[config.mk]
export PLATFORM = sky130hd
export DESIGN_NAME = mem_access_stage
export DESIGN_NICKNAME = d
export VERILOG_FILES = /design/src/rtl/mem_access_stage.sv
export SDC_FILE = /design/constraint.sdc
export NUM_CORES = 1
export LEC_CHECK = 0
export BUFFER_PORTS_ARGS = -buffer_cell sky130_fd_sc_hd__buf_2
export CORE_MARGIN = 5
export CORE_UTILIZATION = 48
export DETAILED_ROUTE_END_ITERATION = 6
export HOLD_SLACK_MARGIN = 0.06
export PLACE_DENSITY = 0.9
export SETUP_SLACK_MARGIN = 0.05
export SLEW_MARGIN = 20
export SYNTH_ARGS = -nofsm -noshare
export SYNTH_HDL_FRONTEND = slang
export SYNTH_SLANG_ARGS = --single-unit
[constraint.sdc]
create_clock -name Clk_40 -period 2.5 [get_ports Clk_40]
set_input_delay 0.25 -clock Clk_40 [delete_from_list [all_inputs] [get_ports Clk_40]]
set_output_delay 0.25 -clock Clk_40 [all_outputs]
set_load 0.01 [all_outputs]
[src/rtl/mem_access_stage.sv]
// rtl/mem_access_stage.sv - MEM-stage data-memory access unit (req/ack port, stall, misalign and timeout flags)
module mem_access_stage #(
  parameter int unsigned MAX_WAIT = 15
) (
  input  logic        Clk_40,
  input  logic        Reset_40,
  input  logic        MemRead_40,
  input  logic        MemWrite_40,
  input  logic [1:0]  Size_40,
  input  logic        SignExt_40,
  input  logic [31:0] Address_40,
  input  logic [31:0] StoreData_40,
  output logic        DMemReq_40,
  output logic        DMemWe_40,
  output logic [31:0] DMemAddr_40,
  output logic [3:0]  DMemBE_40,
  output logic [31:0] DMemWData_40,
  input  logic [31:0] DMemRData_40,
  input  logic        DMemAck_40,
  output logic [31:0] ReadDataFromMem_MEM_40,
  output logic        MemStall_40,
  output logic        MisalignExc_40,
  output logic        BusErr_40
);

  typedef enum logic [1:0] {S_IDLE, S_REQ, S_DONE} state_t;

  state_t      state_q, state_d;
  logic [7:0]  cnt_q, cnt_d;
  logic [31:0] addr_q, addr_d;
  logic [31:0] wdata_q, wdata_d;
  logic [31:0] rdata_q, rdata_d;
  logic [3:0]  be_q, be_d;
  logic        we_q, we_d;
  logic [1:0]  size_q, size_d;
  logic [1:0]  lane_q, lane_d;
  logic        sext_q, sext_d;
  logic        misal_q, misal_d;
  logic        buserr_q, buserr_d;
  logic        stall;

  logic        op, is_half, is_word, misaligned;
  logic [3:0]  fmt_be;
  logic [31:0] fmt_wdata;
  logic [31:0] load_val;
  logic [31:0] rshift;

  assign op         = MemRead_40 | MemWrite_40;
  assign is_half    = (Size_40 == 2'b01);
  assign is_word    = Size_40[1];
  assign misaligned = (is_half & Address_40[0]) | (is_word & (|Address_40[1:0]));

  always_comb begin
    fmt_be    = 4'b1111;
    fmt_wdata = StoreData_40;
    if (MemWrite_40) begin
      if (Size_40 == 2'b00) begin
        fmt_be    = 4'b0001 << Address_40[1:0];
        fmt_wdata = {4{StoreData_40[7:0]}};
      end else if (is_half) begin
        fmt_be    = Address_40[1] ? 4'b1100 : 4'b0011;
        fmt_wdata = {2{StoreData_40[15:0]}};
      end
    end
  end

  // Lane selection uses the request attributes captured at issue, not the live inputs.
  assign rshift = DMemRData_40 >> {lane_q, 3'b000};
  always_comb begin
    case (size_q)
      2'b00:   load_val = {{24{sext_q & rshift[7]}}, rshift[7:0]};
      2'b01:   load_val = {{16{sext_q & rshift[15]}}, rshift[15:0]};
      default: load_val = DMemRData_40;
    endcase
  end

  always_comb begin
    state_d  = state_q;
    cnt_d    = cnt_q;
    addr_d   = addr_q;
    wdata_d  = wdata_q;
    rdata_d  = rdata_q;
    be_d     = be_q;
    we_d     = we_q;
    size_d   = size_q;
    lane_d   = lane_q;
    sext_d   = sext_q;
    misal_d  = 1'b0;
    buserr_d = 1'b0;
    stall    = 1'b0;
    case (state_q)
      S_IDLE: begin
        if (op) begin
          if (misaligned) begin
            misal_d = 1'b1;
          end else begin
            stall   = 1'b1;
            state_d = S_REQ;
            cnt_d   = 8'd0;
            addr_d  = {Address_40[31:2], 2'b00};
            wdata_d = fmt_wdata;
            be_d    = fmt_be;
            we_d    = MemWrite_40;
            size_d  = Size_40;
            lane_d  = Address_40[1:0];
            sext_d  = SignExt_40;
          end
        end
      end
      S_REQ: begin
        stall = 1'b1;
        if (DMemAck_40) begin
          if (!we_q) rdata_d = load_val;
          state_d = S_DONE;
        end else if (cnt_q == 8'(MAX_WAIT - 1)) begin
          buserr_d = 1'b1;
          if (!we_q) rdata_d = 32'd0;
          state_d = S_DONE;
        end else begin
          cnt_d = cnt_q + 8'd1;
        end
      end
      default: begin
        state_d = S_IDLE;
        cnt_d   = 8'd0;
      end
    endcase
  end

  always_ff @(posedge Clk_40) begin
    if (!Reset_40) begin
      state_q  <= S_IDLE;
      cnt_q    <= 8'd0;
      addr_q   <= 32'd0;
      wdata_q  <= 32'd0;
      rdata_q  <= 32'd0;
      be_q     <= 4'd0;
      we_q     <= 1'b0;
      size_q   <= 2'd0;
      lane_q   <= 2'd0;
      sext_q   <= 1'b0;
      misal_q  <= 1'b0;
      buserr_q <= 1'b0;
    end else begin
      state_q  <= state_d;
      cnt_q    <= cnt_d;
      addr_q   <= addr_d;
      wdata_q  <= wdata_d;
      rdata_q  <= rdata_d;
      be_q     <= be_d;
      we_q     <= we_d;
      size_q   <= size_d;
      lane_q   <= lane_d;
      sext_q   <= sext_d;
      misal_q  <= misal_d;
      buserr_q <= buserr_d;
    end
  end

  assign DMemReq_40             = (state_q == S_REQ);
  assign DMemWe_40              = we_q;
  assign DMemAddr_40            = addr_q;
  assign DMemBE_40              = be_q;
  assign DMemWData_40           = wdata_q;
  assign ReadDataFromMem_MEM_40 = rdata_q;
  assign MemStall_40            = stall & Reset_40;
  assign MisalignExc_40         = misal_q;
  assign BusErr_40              = buserr_q;

endmodule

==> impl_metrics.py, run 1 <==
metrics = {
    "die": {
        "initial_utilization_pct": 49.4,
        "rows": 37,
        "core_area_um2": 10400,
        "die_x_um": 113,
        "io_pins": 209,
        "dieHeight_um": 113,
        "die_area_um2": 12800,
    },
    "synthesis": {
        "synthCells": 591,
        "ys_seq_area_share_pct": 45.3,
        "async_flop_share_pct": 0,
        "ys_ff_latch": 116,
        "ys_warn_count": 0,
        "syn_area_um2": 5120,
        "synth_top_flop_cell": "dfxtp_1",
        "synth_area_leaders": "dfxtp_1, nand2_1, a21oi_1",
        "ys_types": 46,
        "synth_largest_area_cell": "dfxtp_1",
        "synth-edff-count": 0,
        "synth_top_area_share_pct": 45.3,
        "postSynthAreaPerCell_um2": 8.67,
    },
    "job": {
        "cap_viol_max_count": 0,
    },
    "route": {
        "drc": 0,
        "ant_nets": 0,
        "vias": 5601,
        "routed_wl_um": 17900,
        "via_per_inst": 5.61,
        "wl_per_cell_um": 17.9,
        "drt_iter0_markers": 469,
        "detail_route.first_pass.iterations": 6,
    },
    "placed_design": {
        "pre_cts_ws_ns": 0.445,
        "dpl.hpwl_um": 11600,
        "port_buffers": 206,
        "gp_congestion": 0.900,
    },
    "timing": {
        "setup_ws_ns": 0.340,
        "slew_headroom_pct": 53.5,
        "fin_crit_sh_pct": 86.4,
        "maxSlewViolCount": 0,
        "worstMarginPinSlew_ns": 0.694,
        "fin_tns_setup_ns": 0,
        "max_freq_mhz": 463,
        "hold_ws_ns": 0.0786,
        "finalSetupViolations": 0,
        "rsz0062_at_grt": "false",
        "clock_skew_ns": 0.00872,
        "min_period_ns": 2.16,
        "hold_viol_final": 0,
    },
    "clocking": {
        "clkSinkCount": 116,
        "clockBufferDepth": 2,
        "cts_tree": "done",
        "cts_buffers": 17,
        "cts_hold_buf": 66,
        "h-tree-depth": 4,
        "clkLatencyLatePin_ns": 0.51,
        "postCtsSetupBuffers": 0,
        "ctsResizeCount": 0,
        "root_buffer": "clkbuf_8",
        "clk_pin_slew_worst_paths_ns": 0.06,
    },
    "pwr": {
        "power_frac_comb_pct": 16.7,
        "switching_share_pct": 27.5,
        "ir_drop_mv": 0.579,
        "p_per_area_nw_per_um2": 691,
        "p_sw_mw": 1.42,
        "clkPwrFrac_pct": 44.1,
        "p_leak_nw": 3.32,
        "p_int_mw": 3.74,
        "power_frac_seq_pct": 39.2,
    },
    "cells_and_area": {
        "syn2layout_area_growth_pct": 45.8,
        "layout_common_cells": "buf_2, nand2_1, dfxtp_1, a21oi_1, dlygate4sd3_1",
        "layout_commonest_cell": "buf_2",
        "drive_gt1_share_pct": 31.1,
        "fin_nets": 956,
        "antenna_cells": 0,
    },
    "global_routing": {
        "antenna_found_initial": 0,
        "grt_pass1_wl_um": 28000,
        "grt_overflow": 0,
        "grt.total_usage_pct": 27.1,
        "grt_pass1_vias": 5652,
        "grt_max_degree": 60,
    },
    "worst_setup_path": {
        "path_max_fanout": 16,
        "arrival_ns": 2.60,
        "end_kind": "flop",
        "startpoint_type": "flop",
        "worst_ep_required_time_ns": 2.94,
        "crit_type": "flop to flop",
    },
    "status": {
        "status": "finished, final reports clean",
    },
    "hold_path": {
        "hp-class": "input pin to flop",
    },
}
-- cells by family after synthesis --
kind of cell | count (synthesis) | share of synthesized area, %
AOI/OAI and AO/OA | 185 | 25.2
adders and majority gates | 2 | 0.489
buffers and inverters | 56 | 4.50
DFF | 116 | 45.3
muxes | 41 | 8.48
other | 1 | 0.0732
and+or+nand+nor | 190 | 15.9
-- worst max-delay path: stages (launching register included) --
cell and delay, ns:
dfxtp_1 0.51, nor2b_1 0.54, a22oi_1 0.25, a2111oi_4 0.39, buf_4 0.26, a221o_1 0.15
-- flip-flops by register name (all words and copies together), names as in the netlist, 2 cells and up --
register / flops
cnt_q: 8
state_q: 2
DMemBE_40: 4
DMemAddr_40: 30
DMemWData_40: 32
size_q: 2
lane_q: 2
ReadDataFromMem_MEM_40: 32
-- power groups by stage --
stage / clock network [mW] / registers (mW) / logic, mW
finish: 2.27 / 2.02 / 0.861
global route: 2.38 / 2.03 / 0.937
CTS: 2.30 / 2.02 / 0.842
detailed placement: 0 / 2.06 / 0.755
global placement: 0 / 2.05 / 0.741
floorplan: 0 / 2.09 / 0.397
-- area by class of cell --
cell class / instances / area (um^2)
tap: 136 / 170
multi-input combinational: 420 / 2570
clock buffer: 18 / 418
inverter: 9 / 33.8
fill: 755 / 2910
timing repair buffer: 286 / 1810
clock inverter: 13 / 136
sequential: 116 / 2320
-- routing by layer --
metal  vias up  GRT usage (%)  part of all wire [%]
li1       2635              -                     -
met1      2583           29.6                    37
met2       311           47.7                    49
met3        72           6.90                   8.5
met4         0           15.0                   5.1
met5         -              0                     0
-- synthesized netlist by cell type (2+ instances only) --
| master | instances |
|---|---|
| dfxtp_1 | 116 |
| o21ba_2 | 2 |
| a211oi_1 | 23 |
| inv_1 | 8 |
| nor2_1 | 33 |
| ha_1 | 2 |
| mux2_2 | 9 |
| a21boi_0 | 8 |
| buf_4 | 3 |
| nand2_1 | 118 |
| buf_2 | 7 |
| nor2b_1 | 5 |
| nand3_1 | 5 |
| a2111oi_4 | 2 |
| a31oi_1 | 3 |
| a21oi_1 | 71 |
| buf_1 | 4 |
| o21ai_0 | 13 |
| a22o_1 | 8 |
| nand2b_1 | 10 |
| o211ai_1 | 9 |
| mux2i_1 | 31 |
| or3b_2 | 2 |
| o21a_1 | 8 |
| a311oi_1 | 2 |
| a221o_1 | 16 |
| clkbuf_1 | 33 |
| a221oi_1 | 13 |
| and3_1 | 7 |
| nor3_1 | 4 |
-- path summary, 6_finish.rpt --
check,start,end,slack (ns),depth (start not counted)
worst max-delay path,lane_q[1],ReadDataFromMem_MEM_40[24],0.34,5
worst min-delay path,StoreData_40[21],DMemWData_40[21],0.08,3
worst max register to register,lane_q[1],ReadDataFromMem_MEM_40[24],0.34,5
worst min register to register,DMemBE_40[2],DMemBE_40[2],0.44,2
-- stage by stage --
step	utilization, %	instances	cell area (um^2)	total power, mW
after detailed placement	60.3	901	6250	2.81
after global routing	72.0	998	7460	5.35
after CTS	72.0	998	7460	5.16
final	72.0	998	7460	5.16
after global placement	60.3	901	6250	2.79
after floorplan	-	592	5120	2.49
(Power assumes the default switching activity.)
==> run 2: changes to the inputs <==
--- a/config.mk
+++ b/config.mk
@@ -12,5 +12,4 @@
 export HOLD_SLACK_MARGIN = 0.06
 export PLACE_DENSITY = 0.9
-export SETUP_SLACK_MARGIN = 0.05
 export SLEW_MARGIN = 20
 export SYNTH_ARGS = -nofsm -noshare
==> constraint.sdc (replaced) <==
create_clock -name Clk_40 -period 2.5 [get_ports Clk_40]
set_input_delay 0.75 -clock Clk_40 [delete_from_list [all_inputs] [get_ports Clk_40]]
set_output_delay 0.75 -clock Clk_40 [all_outputs]
set_load 0.01 [all_outputs]
==> run 2 against run 1 <==
Effect of this change:
- clock skew grew 0.0016 ns
- critical path type is now input pin to output port
- critical endpoint is now MemStall_40
- combinational power fell by 9.9%
- first-iteration DRC count down 1.1%
- largest cell class unchanged
- hold slack better by 0.37 ns
- register-to-register slack improved by 0.12 ns
- wire length down 11%
- sequential share of layout area grew 2.7 points
==> impl_metrics.py, run 2 (synthesis results as in run 1) <==
metrics = {
    "clocking": {
        "clkLatencyLatePin_ns": 0.51,
        "clk_pin_slew_worst_paths_ns": 0.05,
        "h-tree-depth": 4,
        "root_buffer": "clkbuf_8",
        "cts_hold_buf": 0,
        "clkSinkCount": 116,
        "clockBufferDepth": 2,
        "postCtsSetupBuffers": 0,
        "cts_tree": "done",
        "cts_buffers": 17,
    },
    "timing": {
        "min_period_ns": 2.43,
        "maxSlewViolCount": 0,
        "clock_skew_ns": 0.0103,
        "fin_crit_sh_pct": 97.2,
        "hold_ws_ns": 0.446,
        "hold_viol_final": 0,
        "max_freq_mhz": 411,
        "worstMarginPinSlew_ns": 0.901,
        "setup_ws_ns": 0.0695,
        "slew_headroom_pct": 39.6,
        "rsz0062_at_grt": "false",
        "finalSetupViolations": 0,
    },
    "worst_setup_path": {
        "path_cells": "buf_2 -> o21a_2 -> a21oi_2 -> o21ai_1 -> a21oi_1 -> buf_2",
        "worst_ep_required_time_ns": 1.75,
        "arrival_ns": 1.68,
        "crit_family": "compound AO/OA/AOI/OAI gates",
        "path_max_fanout": 2,
        "crit_type": "input pin to output port",
        "cpMaxStageDelayCell": "o21a_2",
        "critPathBufInv": 2,
        "end_kind": "output port",
        "startpoint_type": "input pin",
        "cp_slowest_stage_delay_ns": 0.25,
        "cp_common_cell": "buf_2",
    },
    "pwr": {
        "ir_drop_mv": 0.592,
        "finalPower_mw": 4.90,
        "p_leak_nw": 3.08,
        "p_per_area_nw_per_um2": 713,
    },
    "die": {
        "die_area_um2": 12800,
        "io_pins": 209,
        "dieHeight_um": 113,
        "core_area_um2": 10400,
        "rows": 37,
        "initial_utilization_pct": 49.4,
        "die_x_um": 113,
    },
    "placed_design": {
        "gp_congestion": 0.913,
        "place_area_um2": 6340,
        "pre_cts_ws_ns": -0.0221,
        "dpl.hpwl_um": 11500,
        "port_buffers": 206,
        "place_inst": 908,
    },
    "route": {
        "wl_per_cell_um": 17.1,
        "via_per_inst": 5.57,
        "ant_nets": 0,
        "detail_route.first_pass.iterations": 7,
        "vias": 5229,
        "drt_iter0_markers": 464,
        "drc": 0,
        "routed_wl_um": 16000,
    },
    "cells_and_area": {
        "design_area_um2": 6870,
        "final_cell_count_no_fill": 939,
        "drive_gt1_share_pct": 34.0,
        "layout_common_cells": "buf_2, nand2_1, dfxtp_1, a21oi_1, nor2_1",
        "layout_commonest_cell": "buf_2",
        "fin_nets": 897,
        "syn2layout_area_growth_pct": 34.1,
        "fill_cells": 890,
    },
    "global_routing": {
        "grt_overflow": 0,
        "grt.total_usage_pct": 24.5,
        "grt_pass1_vias": 5164,
        "grt_max_degree": 78,
        "antenna_found_initial": 1,
        "grt_pass1_wl_um": 25500,
    },
    "status": {
        "status": "finished, final reports clean",
    },
    "hold_path": {
        "hp-class": "flop to flop",
    },
    "job": {
        "cap_viol_max_count": 0,
    },
}
==> run 2: final timing paths <==
kind                            slack (ns)  cells after the start                    endpoint     startpoint
worst min register to register        0.45                      2                DMemBE_40[2]   DMemBE_40[2]
worst max register to register        0.46                      6  ReadDataFromMem_MEM_40[28]       cnt_q[1]
worst max-delay path                  0.07                      6                 MemStall_40  Address_40[1]
worst min-delay path                  0.45                      2                DMemBE_40[2]   DMemBE_40[2]
==> run 2: per-stage QoR <==
step                      TNS [ns]  utilization, %
after floorplan                  0               -
after global placement    -0.00745            61.1
after detailed placement   -0.0221            61.1
after CTS                        0            66.2
after global routing             0            66.2
final                            0            66.2
==> run 2: area by class of cell <==
cell class / count / area [um^2] / share of cell area (%)
diodes: 1 / 2.50 / 0.0364
clock buffers: 26 / 498 / 7.25
flip-flops and latches: 116 / 2320 / 33.8
inverters: 9 / 33.8 / 0.492
clock inverters: 4 / 22.5 / 0.328
well taps: 136 / 170 / 2.48
repair buffers: 227 / 1240 / 18.0
multi-input cells: 420 / 2580 / 37.6
==> run 2: what timing repair did <==
action,4_1_cts,5_1_grt
setup endpoints to repair,1,1
resized for setup,1,2
pin swaps,0,1
gates cloned,0,0
==> run 2: worst reg2reg max path, delay by kind of cell, from the launching register on <==
| kind | cells | cell delay, ns |
|---|---|---|
| compound gates | 3 | 0.79 |
| flops | 1 | 0.43 |
| fa+ha+maj | 1 | 0.18 |
| buf+inv | 1 | 0.24 |
| simple gates | 1 | 0.28 |
==> run 2: power breakdown <==
part	internal (mW)	total (mW)	leakage, nW	switching, mW
registers	1.96	2.02	0.947	0.0634
logic	0.320	0.776	1.88	0.456
clock network	1.33	2.10	0.257	0.768
==> run 2: layer usage <==
layer | global-route usage, % | wire length [um] | vias to the layer above
met5 | 0 | 0 | -
met4 | 8.25 | 272 | 0
met3 | 8.29 | 1420 | 23
met2 | 42.9 | 8120 | 238
met1 | 27.9 | 6200 | 2455
li1 | - | - | 2513
